File: src/rtl/ifetch_pkg.sv
// ============================================================================
// Module : ifetch_pkg
// Brief  : Shared types and constants for the instruction fetch unit.
// Rev    : 1.0 - initial release
// ============================================================================
`default_nettype none

package ifetch_pkg;

  localparam int unsigned IFETCH_XLEN = 32;
  localparam int unsigned INSTR_BYTES = 4;
  localparam logic [IFETCH_XLEN-1:0] DEFAULT_RESET_PC = 32'h0100_0000;

  typedef enum logic [1:0] {
    ST_BOOT  = 2'd0,
    ST_RUN   = 2'd1,
    ST_FLUSH = 2'd2
  } ifetch_state_t;

  typedef struct packed {
    logic [IFETCH_XLEN-1:0] pc;
    logic [IFETCH_XLEN-1:0] instr;
  } ifetch_entry_t;

endpackage

`default_nettype wire

File: src/rtl/ifetch_fifo.sv
// ============================================================================
// Module : ifetch_fifo
// Brief  : Synchronous FIFO of (pc, instr) pairs with push/pop/clear.
// Rev    : 1.0 - initial release
// ============================================================================
`default_nettype none

module ifetch_fifo
  import ifetch_pkg::*;
#(
  parameter int unsigned DEPTH = 4
) (
  input  logic                         clk,
  input  logic                         rst,
  input  logic                         clear,
  input  logic                         push,
  input  ifetch_entry_t                push_data,
  input  logic                         pop,
  output ifetch_entry_t                head,
  output logic [$clog2(DEPTH+1)-1:0]   count,
  output logic                         empty
);

  localparam int unsigned c_PTR_W = $clog2(DEPTH);
  localparam int unsigned c_CNT_W = $clog2(DEPTH+1);

  ifetch_entry_t        r_mem [DEPTH];
  logic [c_PTR_W-1:0]   r_wr_ptr;
  logic [c_PTR_W-1:0]   r_rd_ptr;
  logic [c_CNT_W-1:0]   r_count;
  logic                 w_full;

  // Explicit wrap so non-power-of-two depths work.
  function automatic logic [c_PTR_W-1:0] next_ptr(input logic [c_PTR_W-1:0] p);
    return (p == c_PTR_W'(DEPTH-1)) ? '0 : p + c_PTR_W'(1);
  endfunction

  always_ff @(posedge clk or posedge rst) begin
    if (rst) begin
      for (int i = 0; i < DEPTH; i++) r_mem[i] <= '0;
      r_wr_ptr <= '0;
      r_rd_ptr <= '0;
      r_count  <= '0;
    end else if (clear) begin
      r_wr_ptr <= '0;
      r_rd_ptr <= '0;
      r_count  <= '0;
    end else begin
      if (push) begin
        r_mem[r_wr_ptr] <= push_data;
        r_wr_ptr        <= next_ptr(r_wr_ptr);
      end
      if (pop) r_rd_ptr <= next_ptr(r_rd_ptr);
      case ({push, pop})
        2'b10:   r_count <= r_count + c_CNT_W'(1);
        2'b01:   r_count <= r_count - c_CNT_W'(1);
        default: r_count <= r_count;
      endcase
    end
  end

  assign head   = r_mem[r_rd_ptr];
  assign count  = r_count;
  assign empty  = (r_count == '0);
  assign w_full = (r_count == c_CNT_W'(DEPTH));

`ifndef SYNTHESIS
  a_no_overflow : assert property (@(posedge clk) disable iff (rst)
                                   !(push && w_full && !clear));
`endif

endmodule

`default_nettype wire

File: src/rtl/instr_fetch.sv
// ============================================================================
// Module : instr_fetch
// Brief  : Instruction fetch unit: ROM read requester with redirect flush and
//          a (pc, instr) FIFO to decode. Option macro: IFETCH_BYPASS_EN.
// Rev    : 1.0 - initial release
// ============================================================================
`default_nettype none

module instr_fetch
  import ifetch_pkg::*;
#(
  parameter int unsigned                DATA_WIDTH = 32,
  parameter logic [DATA_WIDTH-1:0]      RESET_PC   = DEFAULT_RESET_PC,
  parameter int unsigned                DEPTH      = 4
) (
  input  logic                  clk,
  input  logic                  rst,
  output logic                  read_instr,
  output logic [DATA_WIDTH-1:0] addr_out,
  input  logic [DATA_WIDTH-1:0] instr_in,
  input  logic                  redirect_valid,
  input  logic [DATA_WIDTH-1:0] redirect_pc,
  output logic                  if_valid,
  input  logic                  if_ready,
  output logic [DATA_WIDTH-1:0] if_instr,
  output logic [DATA_WIDTH-1:0] if_pc
);

  localparam int unsigned c_CNT_W = $clog2(DEPTH+1);

  ifetch_state_t          r_state;
  ifetch_state_t          w_state_nxt;
  logic [DATA_WIDTH-1:0]  r_fetch_pc;
  logic [DATA_WIDTH-1:0]  r_issue_pc;
  logic                   r_inflight;

  logic                   w_read;
  logic                   w_redirect;
  logic                   w_room;
  logic                   w_resp_valid;
  logic                   w_push;
  logic                   w_pop;
  logic                   w_empty;
  logic [c_CNT_W-1:0]     w_count;
  logic [c_CNT_W:0]       w_occupancy;
  ifetch_entry_t          w_head;
  ifetch_entry_t          w_push_data;

  assign w_redirect   = redirect_valid && (r_state != ST_BOOT);
  // Issue depends only on registered state, never on if_ready.
  assign w_occupancy  = {1'b0, w_count} + {{c_CNT_W{1'b0}}, r_inflight};
  assign w_room       = (w_occupancy < (c_CNT_W+1)'(DEPTH));
  assign w_resp_valid = r_inflight && (r_state != ST_FLUSH) && !w_redirect;
  assign w_push_data  = '{pc: r_issue_pc, instr: instr_in};

  always_ff @(posedge clk or posedge rst) begin
    if (rst) begin
      r_state    <= ST_BOOT;
      r_fetch_pc <= RESET_PC;
      r_issue_pc <= '0;
      r_inflight <= 1'b0;
    end else begin
      r_state    <= w_state_nxt;
      r_inflight <= w_read;
      if (w_read) r_issue_pc <= r_fetch_pc;
      if (w_redirect)
        r_fetch_pc <= redirect_pc & ~DATA_WIDTH'(INSTR_BYTES-1);
      else if (w_read)
        r_fetch_pc <= r_fetch_pc + DATA_WIDTH'(INSTR_BYTES);
    end
  end

  always_comb begin
    w_state_nxt = r_state;
    w_read      = 1'b0;
    case (r_state)
      ST_BOOT: w_state_nxt = ST_RUN;
      ST_RUN: begin
        if (w_redirect) w_state_nxt = r_inflight ? ST_FLUSH : ST_RUN;
        else            w_read      = w_room;
      end
      ST_FLUSH: begin
        if (w_redirect) w_state_nxt = r_inflight ? ST_FLUSH : ST_RUN;
        else            w_state_nxt = ST_RUN;
      end
      default: w_state_nxt = ST_BOOT;
    endcase
  end

  always_comb begin
    if_valid = !w_empty;
    if_instr = w_head.instr;
    if_pc    = w_head.pc;
    w_push   = w_resp_valid;
`ifdef IFETCH_BYPASS_EN
    // Empty FIFO: present the response directly; store it only if decode stalls.
    if (w_empty && w_resp_valid) begin
      if_valid = 1'b1;
      if_instr = instr_in;
      if_pc    = r_issue_pc;
      w_push   = !if_ready;
    end
`endif
    w_pop = if_valid && if_ready && !w_empty;
  end

  assign read_instr = w_read;
  assign addr_out   = r_fetch_pc;

  ifetch_fifo #(
    .DEPTH (DEPTH)
  ) u_fifo (
    .clk       (clk),
    .rst       (rst),
    .clear     (w_redirect),
    .push      (w_push),
    .push_data (w_push_data),
    .pop       (w_pop),
    .head      (w_head),
    .count     (w_count),
    .empty     (w_empty)
  );

endmodule

`default_nettype wire

File: config.mk
export PLATFORM = sky130hd
export DESIGN_NAME = instr_fetch
export DESIGN_NICKNAME = d
export VERILOG_FILES = /design/src/rtl/ifetch_pkg.sv /design/src/rtl/ifetch_fifo.sv /design/src/rtl/instr_fetch.sv
export SDC_FILE = /design/constraint.sdc
export NUM_CORES = 1
export LEC_CHECK = 0
export ABC_AREA = 1
export BUFFER_PORTS_ARGS = -buffer_cell sky130_fd_sc_hd__buf_2
export CAP_MARGIN = 15
export CELL_PAD_IN_SITES_DETAIL_PLACEMENT = 1
export CELL_PAD_IN_SITES_GLOBAL_PLACEMENT = 1
export CORE_MARGIN = 10
export CORE_UTILIZATION = 50
export CTS_CLUSTER_DIAMETER = 100
export CTS_CLUSTER_SIZE = 8
export DETAILED_ROUTE_END_ITERATION = 12
export PLACE_DENSITY_LB_ADDON = 0.15
export SLEW_MARGIN = 10
export SYNTH_ARGS = -nofsm -noshare
export SYNTH_HDL_FRONTEND = slang
export SYNTH_SLANG_ARGS = --single-unit
File: constraint.sdc
create_clock -name clk -period 20.9 [get_ports clk]
set_input_delay 4.18 -clock clk [delete_from_list [all_inputs] [get_ports clk]]
set_output_delay 4.18 -clock clk [all_outputs]
set_load 0.02 [all_outputs]
==> impl_metrics.json <==
{
  "status": "finished clean",
  "rsz0062_at_grt": "false",
  "max_slew.worst_pin.slew_ns": 1.01,
  "hold_ws_ns": 0.491,
  "crit_slowest_cell": "buf_4",
  "clock-skew-final_ns": 0.0246,
  "die_w_um": 198,
  "vias": 10800,
  "grt_pass1_wl_um": 67800,
  "nNetsFinal": 1606,
  "slowest_delay_ns": 0.31,
  "ys_dominant_reg_cell": "dfrtp_1",
  "finalWeightedCongestion": 0.808,
  "criticalPathCategory": "in2out",
  "clk_latency_ns": 0.54,
  "cts_tree": "yes",
  "power_density_nw_per_um2": 169,
  "clk_pin_slew_worst_paths_ns": 0.06,
  "async_flop_share": 1.00,
  "final_common_cell": "dfrtp_1",
  "leakagePower_nw": 8.59,
  "clock_path_buffers": 3,
  "grt-ovfl-total": 0,
  "synth_edf_count": 0,
  "worstPathRequired_ns": 16.72,
  "critPathCaptureType": "output port",
  "rows": 65,
  "wl_per_cell_um": 21.7,
  "areaGrowthSynthToFinish_pct": 12.2,
  "cp_cell_sequence": "buf_2 > nor2_1 > nand3_2 > clkinv_1 > buf_4 > buf_2",
  "hold_viol_final": 0,
  "setup_viol": 0,
  "grt_max_degree": 119,
  "avgSynthCellArea_um2": 11.4,
  "drtIter0Drc": 501,
  "critPathBufInv": 4,
  "design_area_um2": 17700,
  "diodes": 0,
  "cts_resized": 0,
  "io_pins": 166,
  "initial_utilization": 0.504,
  "hold_path.class": "reg2reg",
  "syn-cell-area_um2": 15800,
  "maxCapViolCount": 0,
  "slew_violations": 0,
  "synth-seq-cells": 318,
  "dp_hpwl_um": 25400,
  "fmaxAchievable_mhz": 107,
  "layout-drive-gt1-share": 0.313,
  "post_cts_buffers": 0,
  "fp.dieH_um": 198,
  "grt_pass1_vias": 12100,
  "max-vdd-ir-drop_mv": 0.0722,
  "cts_root_buf": "clkbuf_16",
  "routed_wl_um": 42100,
  "drc_errors": 0,
  "cts.htree.levels": 2,
  "fp.coreArea_um2": 31400,
  "synth_cells": 1391,
  "grt.total_usage": 0.214,
  "min_period_ns": 9.31,
  "place_area_um2": 16500,
  "crit_top_cell": "buf_2",
  "worst_ep_arrival_time_ns": 5.13,
  "detail-route-antenna-nets": 0,
  "antenna_found_initial": 0,
  "die_area_um2": 39100,
  "fin_setup_tns_ns": 0,
  "ctsHoldBuffers": 0,
  "io_buffer_count": 159,
  "ys_types": 35,
  "worstPathMaxFanout": 28,
  "critPathLaunchType": "input port",
  "seq_area_frac_synth": 0.503,
  "mostFrequentLayoutCells": "dfrtp_1, mux2_4, nand2_1",
  "cts-buffers-inserted": 45,
  "critPathTopFamily": "buffers and inverters",
  "fin_crit_sh": 0.446,
  "ys_warn_count": 0,
  "cts.sinks": 318,
  "dr.pass1.iters": 4,
  "slew-limit-headroom": 0.325,
  "via_per_inst": 5.59
}
==> per-layer routing <==
layer | track usage | up-vias | part of all wire
li1 | - | 5004 | -
met1 | 0.278 | 5587 | 0.45
met2 | 0.362 | 198 | 0.49
met3 | 0.0387 | 55 | 0.044
met4 | 0.0541 | 0 | 0.018
met5 | 0 | - | 0
==> synth_stat cells, types with 2 or more instances <==
master	n	area [um2]
nor2_1	181	679
dfrtp_1	317	7930
nor3b_1	2	15.0
o211ai_1	2	15.0
buf_12	24	480
clkbuf_1	44	165
mux2_4	232	3480
a31oi_1	3	18.8
nor3_1	3	15.0
o21ai_0	166	831
clkinv_1	2	7.51
nand2_1	184	691
mux2_2	12	135
inv_1	50	188
ha_1	7	87.6
buf_4	4	30.0
nand3_1	45	225
a22oi_1	2	15.0
xor2_1	2	17.5
nor2_8	4	80.1
o21a_1	4	30.0
a21oi_1	11	55.1
buf_2	12	60.1
a211oi_1	2	15.0
o22ai_1	66	413
==> area by class of cell <==
type	instances	area (um2)
clock inverter	2	36.3
sequential	318	7960
timing repair buffer	173	901
clock buffer	54	1190
tap	402	503
fill	3347	13700
multi-input combinational	939	6930
inverter	53	208
==> flip-flops by register name (all words and copies together), names as in the netlist <==
register         cells
addr_out            30
u_fifo.r_rd_ptr      2
r_state              2
u_fifo.r_mem       248
u_fifo.r_wr_ptr      2
u_fifo.count         3
r_inflight           1
r_issue_pc          30
==> power by group <==
group | internal, mW | switching [mW] | total [mW]
clock network | 0.395 | 0.263 | 0.658
registers | 0.888 | 0.222 | 1.11
logic | 0.556 | 0.668 | 1.22
==> cell families after synthesis <==
kind of cell | Yosys count | share of synthesized area
AOI/OAI and AO/OA | 259 | 0.0906
xor gates and xnor gates | 2 | 0.00111
adders and majority gates | 8 | 0.00681
buffers and inverters | 137 | 0.0591
DFF | 318 | 0.503
muxes | 244 | 0.229
other | 1 | 0.000237
and+or+nand+nor | 422 | 0.110
==> worst paths after layout <==
path	startpoint	endpoint	slack [ns]	cells past startpoint
max in group asynchronous	rst	u_fifo.r_mem[89]	14.90	4
min in group asynchronous	rst	u_fifo.r_mem[193]	3.79	2
hold reg to reg	r_inflight	r_state[0]	0.49	1
setup / recovery	redirect_valid	read_instr	11.59	6
hold / removal	r_inflight	r_state[0]	0.49	1
setup reg to reg	r_state[1]	u_fifo.r_mem[250]	17.37	5
==> per-stage QoR <==
stage | cells | util | power [mW] | setup slack (ns)
after floorplan | 1394 | - | 1.98 | 7.92
after global placement | 1885 | 0.526 | 2.30 | 11.57
after detailed placement | 1885 | 0.526 | 2.34 | 11.58
after CTS | 1941 | 0.565 | 3.02 | 11.58
after global routing | 1941 | 0.565 | 3.19 | 11.51
final | 1941 | 0.565 | 2.99 | 11.59
Note: power is estimated with default switching activity, not from simulation.
